$ cat src/rtl/shadow_pkg.sv
// Shared types, widths and bit-twiddling helpers for the Shadow-32 decryption engine.
package shadow_pkg;

  localparam int SHADOW_BLOCK_W = 32;
  localparam int SHADOW_KEY_W   = 64;

  typedef enum logic [1:0] {
    IDLE,
    KEXP,
    ROUND,
    DONE
  } state_e;

  // Branch mixing function: (rotl1 & rotl7) ^ rotl2 on a byte.
  function automatic logic [7:0] f8(input logic [7:0] a);
    logic [7:0] r1, r7, r2;
    r1 = {a[6:0], a[7]};
    r7 = {a[0], a[7:1]};
    r2 = {a[5:0], a[7:6]};
    return (r1 & r7) ^ r2;
  endfunction

  function automatic logic [63:0] rotl64(input logic [63:0] x, input int unsigned n);
    int unsigned m;
    m = n % 64;
    if (m == 0) return x;
    return (x << m) | (x >> (64 - m));
  endfunction

  function automatic logic [63:0] rotr64(input logic [63:0] x, input int unsigned n);
    int unsigned m;
    m = n % 64;
    if (m == 0) return x;
    return (x >> m) | (x << (64 - m));
  endfunction

endpackage

$ cat src/rtl/shadow_branch_inv.sv
// Combinational inverse of one Shadow-32 byte branch: (p,q,k) -> (a,b).
module shadow_branch_inv
  import shadow_pkg::*;
(
  input  logic [7:0] p_i,
  input  logic [7:0] q_i,
  input  logic [7:0] k_i,
  output logic [7:0] a_o,
  output logic [7:0] b_o
);

  assign a_o = q_i;
  assign b_o = p_i ^ f8(q_i) ^ k_i;

endmodule

$ cat src/rtl/shadow_dec_core.sv
// Iterative Shadow-32 decryption engine, one byte branch per clock.
// Optional round-key cache enabled by defining SHADOW_DEC_KEYCACHE_EN.
module shadow_dec_core
  import shadow_pkg::*;
#(
  parameter int ROUNDS = 16
) (
  input  logic                      clk,
  input  logic                      rst,
  input  logic                      in_valid,
  output logic                      in_ready,
  input  logic [SHADOW_BLOCK_W-1:0] ct,
  input  logic [SHADOW_KEY_W-1:0]   key,
  output logic                      out_valid,
  input  logic                      out_ready,
  output logic [SHADOW_BLOCK_W-1:0] pt,
  output logic                      busy
);

  localparam logic [4:0] LastRound = 5'(ROUNDS - 1);
  localparam logic [4:0] LastKexp  = 5'(ROUNDS - 2);

  state_e                    state_q;
  logic [SHADOW_BLOCK_W-1:0] s_q;
  logic [SHADOW_BLOCK_W-1:0] pt_q;
  logic [SHADOW_KEY_W-1:0]   kreg_q;
  logic [4:0]                kcnt_q;
  logic [4:0]                round_q;
  logic [1:0]                phase_q;
  // Intermediate bytes between half-rounds, packed as {v0,u0,v1,u1}.
  logic [31:0]               mid_q;

`ifdef SHADOW_DEC_KEYCACHE_EN
  logic                      cacheValid_q;
  logic [SHADOW_KEY_W-1:0]   cacheKey_q;
  logic [SHADOW_KEY_W-1:0]   cacheKexp_q;
  logic [SHADOW_KEY_W-1:0]   masterKey_q;
`endif

  logic [7:0] x0, y0, x1, y1;
  logic [7:0] brP, brQ, brK, brA, brB;
  logic [SHADOW_KEY_W-1:0] kregFwd_d, kregInv_d;

  assign kregFwd_d = rotl64(kreg_q, 3) ^ {59'b0, kcnt_q};
  assign kregInv_d = rotr64(kreg_q ^ {59'b0, round_q - 5'd1}, 3);

  // The last encryption round skips the cross-over, so it is undone first.
  always_comb begin
    x0 = '0; y0 = '0; x1 = '0; y1 = '0;
    if (round_q == LastRound) {x0, y0, x1, y1} = s_q;
    else                      {x1, y0, x0, y1} = s_q;
  end

  always_comb begin
    brP = '0; brQ = '0; brK = '0;
    unique case (phase_q)
      2'd0: begin brP = x0;           brQ = y0;           brK = kreg_q[47:40]; end
      2'd1: begin brP = x1;           brQ = y1;           brK = kreg_q[39:32]; end
      2'd2: begin brP = mid_q[23:16]; brQ = mid_q[31:24]; brK = kreg_q[63:56]; end
      2'd3: begin brP = mid_q[7:0];   brQ = mid_q[15:8];  brK = kreg_q[55:48]; end
    endcase
  end

  shadow_branch_inv uBranch (
    .p_i (brP),
    .q_i (brQ),
    .k_i (brK),
    .a_o (brA),
    .b_o (brB)
  );

  always_ff @(posedge clk) begin
    if (rst) begin
      state_q <= IDLE;
      s_q     <= '0;
      pt_q    <= '0;
      kreg_q  <= '0;
      kcnt_q  <= '0;
      round_q <= '0;
      phase_q <= '0;
      mid_q   <= '0;
`ifdef SHADOW_DEC_KEYCACHE_EN
      cacheValid_q <= 1'b0;
      cacheKey_q   <= '0;
      cacheKexp_q  <= '0;
      masterKey_q  <= '0;
`endif
    end else begin
      case (state_q)
        IDLE: begin
          if (in_valid) begin
            s_q     <= ct;
            kreg_q  <= key;
            kcnt_q  <= '0;
            round_q <= LastRound;
            phase_q <= '0;
            state_q <= KEXP;
`ifdef SHADOW_DEC_KEYCACHE_EN
            masterKey_q <= key;
            if (cacheValid_q && cacheKey_q == key) begin
              kreg_q  <= cacheKexp_q;
              state_q <= ROUND;
            end
`endif
          end
        end
        KEXP: begin
          kreg_q <= kregFwd_d;
          kcnt_q <= kcnt_q + 5'd1;
          if (kcnt_q == LastKexp) begin
            round_q <= LastRound;
            phase_q <= '0;
            state_q <= ROUND;
`ifdef SHADOW_DEC_KEYCACHE_EN
            cacheValid_q <= 1'b1;
            cacheKey_q   <= masterKey_q;
            cacheKexp_q  <= kregFwd_d;
`endif
          end
        end
        ROUND: begin
          phase_q <= phase_q + 2'd1;
          unique case (phase_q)
            2'd0: mid_q[31:16] <= {brA, brB};
            2'd1: mid_q[15:0]  <= {brA, brB};
            2'd2: s_q[31:16]   <= {brA, brB};
            2'd3: begin
              s_q[15:0] <= {brA, brB};
              if (round_q == 5'd0) begin
                pt_q    <= {s_q[31:16], brA, brB};
                state_q <= DONE;
              end else begin
                kreg_q  <= kregInv_d;
                round_q <= round_q - 5'd1;
              end
            end
          endcase
        end
        DONE: begin
          if (out_ready) state_q <= IDLE;
        end
        default: state_q <= IDLE;
      endcase
    end
  end

  assign in_ready  = (state_q == IDLE);
  assign out_valid = (state_q == DONE);
  assign busy      = (state_q == KEXP) || (state_q == ROUND);
  assign pt        = pt_q;

endmodule

$ cat config.mk
export PLATFORM = sky130hd
export DESIGN_NAME = shadow_dec_core
export DESIGN_NICKNAME = d
export VERILOG_FILES = /design/src/rtl/shadow_pkg.sv /design/src/rtl/shadow_branch_inv.sv /design/src/rtl/shadow_dec_core.sv
export SDC_FILE = /design/constraint.sdc
export NUM_CORES = 1
export LEC_CHECK = 0
export ABC_AREA = 1
export CAP_MARGIN = 10
export CORE_ASPECT_RATIO = 1.2
export CORE_MARGIN = 4
export CORE_UTILIZATION = 55
export CTS_BUF_LIST = sky130_fd_sc_hd__clkbuf_8
export CTS_CLUSTER_SIZE = 20
export DETAILED_ROUTE_END_ITERATION = 7
export PLACE_DENSITY = 0.86
export SYNTH_ARGS = -nofsm -noshare
export SYNTH_HDL_FRONTEND = slang
export SYNTH_SLANG_ARGS = --single-unit
$ cat constraint.sdc
create_clock -name clk -period 3.55 [get_ports clk]
set_input_delay 0.355 -clock clk [delete_from_list [all_inputs] [get_ports clk]]
set_output_delay 0.355 -clock clk [all_outputs]
set_load 0.05 [all_outputs]
==> qor.txt <==
Slew @ Worst Pin: 0.747 ns
Min-delay src: key[28]
Flops & latches, synth: 174
Initial drt markers: 957
# rows: 52
Core ar.: 16800 sq um
Sequential-to-total area share from yosys stat: 37.1%
Outcome: finished with violations
Fin crit share: 75.5%
Via count: 9927
Worst Setup End Kind: primary output
WP data arrival: 2.32 ns
Congestion Overflow GR: 0
Hold Violations, Final: 0
Synth async-reset ratio: 0%
CTS tree: built
Total Wirelength: 28200 microns
Post-route ant nets: 0
LEAKAGE: 4.54 nW
First-pass GRT wire length: 44700 microns
CP Cell Sequence: inv_1 -> ha_2 -> clkdlybuf4s50_1
EDFF count, synth: 0
Instance count on the critical path: 3
Commonest cells after routing, fill and taps aside: nand2_1 (306), o21ai_0 (174), dfxtp_1 (174), inv_1 (147), clkdlybuf4s50_1 (134)
Final Power: 0.0111 W
Vias per cell: 5.86
Delay-heaviest family, CP: buffers and inverters
Critical Path RT: 3.19 ns
# IOs: 135
Gate Count Post-Synth: 1388
Worst Hold Class: in -> reg
Starting Density: 55.9%
Worst vdd ir: 874 uV
Startpoint types: register
RSZ-0062 raised after global routing: no
R2R Path End: s_q[17]$_SDFFE_PP0P_
Yosys warnings: 0
Mapped Avg Cell Area: 6.76 sq um
TritonCTS Buffers: 17
FILL cells: 1463
Leading area contributor after synthesis: dfxtp_1
Initial antenna violation count: 0
Reg2Reg Launch Point: phase_q[0]$_SDFFE_PP0P_
Slew Limit Fails: 0
Yosys top cell area share: 37.1%
Worst-Skew Late Latency: 0.49 ns
Post-synth top flop: dfxtp_1
Synthesized area: 9390 sq um
Port buffer count: 134
Vias in the first global route: 9085
H-tree depth: 4
Fin crit period: 2.68 ns
Worst path slowest cell: clkdlybuf4s50_1
PwrDens: 993 nW/um^2
TNS Setup: 0 ns
DRC Markers: 6
Distinct cells, synth: 41
Max clock buf depth: 2
Setup Viol. Count Final: 0
Syn nets: 1501
Total track usage: 28.8%
Antenna cells: 0
Per-cell routed wire length: 16.6 microns
DPL Wire Length: 19700 microns
CTS clock-pin slew for the worst setup and hold paths: 0.09 ns
DRT Pass-1 Iters: 8
Max Cap Viol: 0
Worst reg2reg setup slack: 0.92 ns
Die X: 127 microns
Hold buffers post-CTS: 0
Die Y: 151 microns
Critical path fanouts, max: 12
Hold EP: kreg_q[28]$_SDFFE_PP0P_
Hold depth: 3
Failing checks: design-rule violations
Reg area: 3480 sq um
Postcts setup bufs: 0
Top cells by area, synth: dfxtp_1 (37%), nand2_1 (12%), o21ai_0 (9.3%), a21oi_1 (7.0%), inv_1 (5.9%)
Resized cells post-CTS: 0
Multi-input gate area: 4890 sq um
RD Place Congestion: 0.941
Layout cells sized above 1: 6.84%
Root Driver: clkbuf_8
Slew HR: 50.2%
Most common cell after layout, fill and taps aside: nand2_1
Clk sinks: 174
Largest stage delay, worst path: 0.86 ns
Worst path bufs/invs: 2
Worst reg-to-reg path cell count: 13
Critical path type: reg -> out
Nets: 1577
Largest net degree at the start of global routing: 128
Die area: 19200 sq um
Maximum clock frequency: 373 MHz
Area Overhead vs Synth: 18.8%
Worst clock skew: 0.0161 ns
cell usage after synthesis (3+ instances only):
cell type	instances
nand2_4	5
a21oi_2	4
a21oi_1	131
nor3_1	3
nor2_4	7
clkinv_1	5
buf_2	20
nand2_1	306
o21ai_0	174
inv_1	147
o21bai_4	5
o21bai_1	3
nor2_1	81
nand2_2	11
a211oi_1	8
o21ai_1	13
xor2_1	3
inv_2	9
dfxtp_1	174
nor2_2	6
clkbuf_1	69
ha_1	13
o22ai_1	55
a221oi_1	16
nand3_1	44
a31oi_1	57
registers in the layout (all words and copies together), names as in the netlist:
signal,cells
kcnt_q,5
kreg_q,64
mid_q,32
phase_q,2
pt,32
round_q,5
s_q,32
state_q,2
worst max path at each step:
stage                       startpoint                       to  slack (ns)
2_1_floorplan  state_q[0]$_SDFFE_PP0P_  kreg_q[12]$_SDFFE_PP0P_        1.49
3_3_place_gp   phase_q[0]$_SDFFE_PP0P_     s_q[17]$_SDFFE_PP0P_        1.11
3_5_place_dp   phase_q[0]$_SDFFE_PP0P_      s_q[1]$_SDFFE_PP0P_         1.0
4_1_cts        state_q[1]$_SDFFE_PP0P_                     busy        0.88
5_1_grt        phase_q[0]$_SDFFE_PP0P_     s_q[17]$_SDFFE_PP0P_        0.74
6_report       state_q[1]$_SDFFE_PP0P_                     busy        0.87
worst min-delay path, cell delays in order:
cell and delay [ns]:
clkdlybuf4s50_1 0.40, nand2_1 0.06, a31oi_1 0.07
report_power, final:
group / total (W) / internal (W) / leakage, nW / switching, W
registers: 0.00311 / 0.00262 / 1.43 / 0.000482
logic: 0.00653 / 0.00199 / 2.90 / 0.00454
clock network: 0.00144 / 0.000686 / 0.214 / 0.000754
total: 0.0111 / 0.00530 / 4.54 / 0.00578
layer usage:
metal,vias to the layer above,track usage (%),share of wire [%]
met5,-,0,0
met1,4466,35.4,40
met2,557,47.6,47
li1,4798,-,-
met4,0,16.5,4.9
met3,106,5.01,8.2
stage by stage:
step / instance area (sq um) / std cells / worst slack, ns / hold WS (ns) / utilization [%]
finish: 11200 / 1693 / 0.870 / 0.432 / 66.4
global route: 11200 / 1693 / 0.745 / 0.418 / 66.4
CTS: 11200 / 1693 / 0.878 / 0.419 / 66.4
detailed placement: 10700 / 1661 / 0.998 / 0.492 / 64.0
global placement: 10700 / 1661 / 1.11 / 0.475 / 64.0
floorplan: 9390 / 1388 / 1.49 / 0.454 / -
final cells by class:
type	instances	area share (%)
Clock buffer	20	2.47
Clock inverter	12	1.19
Inverter	161	5.42
Multi-Input combinational cell	959	43.9
Sequential cell	174	31.2
Tap cell	216	2.42
Timing Repair Buffer	151	13.4
cells by family (layout without fill, tap and decap cells):
family	count (synthesis)	in the layout	share of synthesized area, %
compound gates	472	472	28.7
xor+xnor	4	4	0.373
fa+ha+maj	13	13	1.73
buf+inv	255	344	10.8
flops	174	174	37.1
simple gates	470	470	21.2
Power figures use the tool's default switching activity.
